### src/rtl/cska_pipe.sv
// Pipelined carry-skip adder/subtractor: the WIDTH-bit datapath is cut into STAGES
// slices, one per pipeline stage, with the carry handed forward through a register.
module cska_pipe #(
  parameter int WIDTH  = 32,
  parameter int BLOCK  = 4,
  parameter int STAGES = 2
) (
  input  logic             clk,
  input  logic             rst,
  input  logic             in_valid,
  output logic             in_ready,
  input  logic [WIDTH-1:0] A,
  input  logic [WIDTH-1:0] B,
  input  logic             Cin,
  input  logic             Sub,
  output logic             out_valid,
  input  logic             out_ready,
  output logic [WIDTH-1:0] Sum,
  output logic             Cout,
  output logic             Ovf
);

  localparam int SW   = WIDTH / STAGES;
  localparam int NBLK = SW / BLOCK;

  if ((WIDTH % (STAGES * BLOCK)) != 0) begin : g_bad_params
    $error("cska_pipe: WIDTH must be a multiple of STAGES*BLOCK");
  end

  // Returns {carry into slice MSB, slice carry-out, slice sum}.
  function automatic logic [SW+1:0] slice_add(input logic [SW-1:0] a,
                                              input logic [SW-1:0] b,
                                              input logic          ci);
    logic [SW-1:0] s;
    logic c, rc, cm, p;
    int   idx;
    s  = '0;
    c  = ci;
    cm = ci;
    for (int blk = 0; blk < NBLK; blk++) begin
      rc = c;
      p  = 1'b1;
      for (int i = 0; i < BLOCK; i++) begin
        idx    = blk * BLOCK + i;
        cm     = rc;
        s[idx] = a[idx] ^ b[idx] ^ rc;
        rc     = (a[idx] & b[idx]) | (rc & (a[idx] ^ b[idx]));
        p      = p & (a[idx] ^ b[idx]);
      end
      c = p ? c : rc;
    end
    return {cm, c, s};
  endfunction

  logic [WIDTH-1:0] a_q   [STAGES];
  logic [WIDTH-1:0] b_q   [STAGES];
  logic [WIDTH-1:0] sum_q [STAGES];
  logic [STAGES-1:0] cy_q, ov_q, vld_q;

  logic [WIDTH-1:0] a_d   [STAGES];
  logic [WIDTH-1:0] b_d   [STAGES];
  logic [WIDTH-1:0] sum_d [STAGES];
  logic [STAGES-1:0] cy_d, ov_d, vld_d;

  logic [WIDTH-1:0] src_a [STAGES];
  logic [WIDTH-1:0] src_b [STAGES];
  logic [WIDTH-1:0] src_s [STAGES];
  logic [STAGES-1:0] src_c, src_v;
  logic [SW+1:0]     res  [STAGES];

  logic advance;
  logic unused_ok;

  assign advance   = !vld_q[STAGES-1] | out_ready;
  assign in_ready  = advance;
  assign out_valid = vld_q[STAGES-1];
  assign Sum       = sum_q[STAGES-1];
  assign Cout      = cy_q[STAGES-1];
  assign Ovf       = ov_q[STAGES-1];
  assign unused_ok = ^{a_q[STAGES-1], b_q[STAGES-1]};

  always_comb begin
    // Stage 0 sources come from the ports; subtraction folds into B' and carry-in.
    src_a[0] = A;
    src_b[0] = B ^ {WIDTH{Sub}};
    src_s[0] = '0;
    src_c[0] = Sub | Cin;
    src_v[0] = in_valid;
    for (int k = 1; k < STAGES; k++) begin
      src_a[k] = a_q[k-1];
      src_b[k] = b_q[k-1];
      src_s[k] = sum_q[k-1];
      src_c[k] = cy_q[k-1];
      src_v[k] = vld_q[k-1];
    end
    for (int k = 0; k < STAGES; k++) begin
      res[k]   = slice_add(src_a[k][k*SW +: SW], src_b[k][k*SW +: SW], src_c[k]);
      a_d[k]   = src_a[k];
      b_d[k]   = src_b[k];
      sum_d[k] = src_s[k];
      sum_d[k][k*SW +: SW] = res[k][SW-1:0];
      cy_d[k]  = res[k][SW];
      ov_d[k]  = (k == STAGES - 1) ? (res[k][SW+1] ^ res[k][SW]) : 1'b0;
      vld_d[k] = src_v[k];
    end
  end

  always_ff @(posedge clk) begin
    if (rst) begin
      vld_q             <= '0;
      sum_q[STAGES-1]   <= '0;
      cy_q[STAGES-1]    <= 1'b0;
      ov_q[STAGES-1]    <= 1'b0;
    end else if (advance) begin
      vld_q <= vld_d;
      cy_q  <= cy_d;
      ov_q  <= ov_d;
      for (int k = 0; k < STAGES; k++) begin
        a_q[k]   <= a_d[k];
        b_q[k]   <= b_d[k];
        sum_q[k] <= sum_d[k];
      end
    end
  end

endmodule

### config.mk
export PLATFORM = sky130hd
export DESIGN_NAME = cska_pipe
export DESIGN_NICKNAME = d
export VERILOG_FILES = /design/src/rtl/cska_pipe.sv
export SDC_FILE = /design/constraint.sdc
export NUM_CORES = 1
export LEC_CHECK = 0
export CORE_ASPECT_RATIO = 1.2
export CORE_MARGIN = 2
export CORE_UTILIZATION = 40
export DETAILED_ROUTE_END_ITERATION = 7
export PLACE_DENSITY = 0.66
export SETUP_SLACK_MARGIN = 0.1
export SYNTH_ARGS = -nofsm -noshare
export SYNTH_HDL_FRONTEND = slang
export SYNTH_SLANG_ARGS = --single-unit
### constraint.sdc
create_clock -name clk -period 10.7 [get_ports clk]
set_clock_uncertainty 0.05 [all_clocks]
set_input_delay 1.07 -clock clk [delete_from_list [all_inputs] [get_ports clk]]
set_output_delay 1.07 -clock clk [all_outputs]
set_load 0.02 [all_outputs]
==> results.toml <==
[pwr]
cellPowerDensity_nw_per_um2 = 154
leakage_nw = 2.57
ir_drop_mv = 0.0791

[place]
placedCellCount = 550
gp_congestion = 0.822
dp_hpwl_um = 5950
io_buffers = 105
dp_slack_ns = 1.02

[clock_tree]
cts_setup_buffers = 0
clk_pin_slew_ns = 0.06
cts_hold_buf = 0
cts_tree = "built"
clock_latency_ns = 0.34
root_buffer = "clkbuf_16"
htree_levels = 3
cts_buffers = 9
ctsResizeCount = 0
cts_sinks = 85
clockBufferDepth = 2

[synthesis]
yosysMostFrequentCell = "edfxtp_1"
synth_area_leaders = "edfxtp_1, fa_1, ha_1"
ys_top_cells_by_count = "edfxtp_1, inv_1, fa_1, ha_1, xor2_1"
syn-num-nets = 454
ys_ff_latch = 85
yosysUniqueCellTypes = 27
syn_avg_cell_area_um2 = 14.2
ys.flop_type = "edfxtp_1"
synth_top_area_share_pct = 53.6
yosysSeqAreaShare_pct = 55.4
async_flop_share_pct = 0
synthCells = 320
synth_warnings = 0
synth_area_um2 = 4540
synth-edff-count = 81
synth_top_area_cell = "edfxtp_1"

[sta]
timing.hold.ws_ns = 0.407
setup_viol = 0
max_freq_mhz = 108
period_share_pct = 86.6
slew_viol_final = 0
setup_ws_ns = 1.44
worstMarginPinSlew_ns = 1.05
timing.setup.tns_ns = 0
hold_viol = 0
rsz0062_at_grt = "false"
slew_headroom_pct = 30.0
min_period_ns = 9.26

[detailed_routing]
vias = 2604
drt_iter0_drc = 56
drc = 0
drt_pass1_iterations = 4
drt-total-wl_um = 8090
wire_per_inst_um = 14.3
vias_per_cell = 4.60
ant_nets = 0

[global_routing]
antenna_found_initial = 0
grt_start_max_net_pins = 51
grt_pass1_wl_um = 12800
grt_pass1_vias = 2702
grtUsageTotal_pct = 14.1
grt-ovfl-total = 0

[setup_path]
crit_path_max_fanout = 2
cp-end-kind = "flip-flop"
worstSetupStartpointType = "primary input"
arrival_ns = 9.28
path_class = "primary input to flip-flop"
required_ns = 10.72

[floorplan]
die_h_um = 121
rows = 42
die_x_um = 101
initial_core_util_pct = 41.1
ios = 106
die_area_um2 = 12200
core_area_um2 = 11000

[flow_run]
maxCapViolations = 0

[layout]
layout-drive-gt1-share_pct = 4.84
nFillCells = 963
syn_to_final_growth_pct = 32.3
layout.nets = 563
num_antenna_cells = 0
stdcell_count = 566

[min_path]
min_path_type = "flip-flop to flip-flop"

[run_status]
status = "complete, no violations"
worst paths after layout:
kind,from,endpoint,slack [ns],depth (start not counted)
setup reg to reg,a_q[0][16],ov_q[1],2.63,28
setup / recovery,B[0],sum_q[0][15],1.44,25
hold reg to reg,vld_q[0],vld_q[0],0.41,2
hold / removal,vld_q[0],vld_q[0],0.41,2
report_power, final:
part | switching (mW) | internal [mW] | total (mW) | leakage [nW]
Clock | 0.114 | 0.180 | 0.294 | 0.133
Sequential | 0.0153 | 0.418 | 0.434 | 0.878
Combinational | 0.0997 | 0.100 | 0.200 | 1.56
Total | 0.229 | 0.699 | 0.927 | 2.57
logic make-up (layout without fill, tap and decap cells):
group	after synthesis	in the layout	synth area share, %
AND/OR/NAND/NOR	59	59	7.31
AO/OA/AOI/OAI	10	10	1.54
flip-flops	85	85	55.4
XOR/XNOR	32	32	6.18
buffers and inverters	66	180	5.63
adder cells (fa/ha/maj)	64	64	23.0
multiplexers	4	4	0.993
cells in the final DEF, fill, tap and decap left out, types with 2 or more instances in the layout:
cell and count:
clkbuf_16 9, and3_1 30, nand4_1 8, clkdlybuf4s50_1 104, clkbuf_1 5, nor2_1 8
xor2_1 32, nand3_1 2, a21oi_1 3, dfxtp_1 4, nand2_1 7, mux2_2 4
ha_1 32, buf_4 3, inv_1 55, edfxtp_1 81, fa_1 32
final cells by class:
cell class	count	area, µm²	area share (%)
clock inverters	2	33.8	0.563
well taps	132	165	2.75
repair buffers	108	1070	17.8
flip-flops and latches	85	2510	41.9
inverters	56	210	3.50
clock buffers	14	244	4.07
multi-input cells	169	1770	29.5
critical path, cell delays in order:
cell,delay [ns]
clkdlybuf4s50_1,0.47
xor2_1,0.21
inv_1,0.09
fa_1,0.42
fa_1,0.42
fa_1,0.43
fa_1,0.39
mux2_2,0.30
fa_1,0.39
fa_1,0.44
fa_1,0.43
fa_1,0.38
mux2_2,0.30
fa_1,0.42
fa_1,0.40
inv_1,0.08
fa_1,0.16
inv_1,0.05
fa_1,0.37
mux2_2,0.30
fa_1,0.42
fa_1,0.44
fa_1,0.40
inv_1,0.08
fa_1,0.42
sequential cells by signal, indices dropped and copies added (netlist names):
| register | count |
|---|---|
| a_q | 16 |
| sum_q | 48 |
| ov_q | 1 |
| cy_q | 2 |
| b_q | 16 |
| vld_q | 2 |
per-layer routing:
layer	up-vias	global-route usage, %	share of wire, %
met5	-	0	0
li1	1275	-	-
met2	73	25.0	53
met1	1244	16.0	40
met4	0	7.35	2.5
met3	12	2.20	4.2
stage by stage:
stage	power (mW)	util, %	cell area (µm²)
after floorplan	0.550	-	4540
after global placement	0.637	51.9	5720
after detailed placement	0.643	51.9	5720
after CTS	0.938	54.4	6000
after global routing	0.976	54.4	6000
final	0.927	54.4	6000
Power figures use the tool's default switching activity.
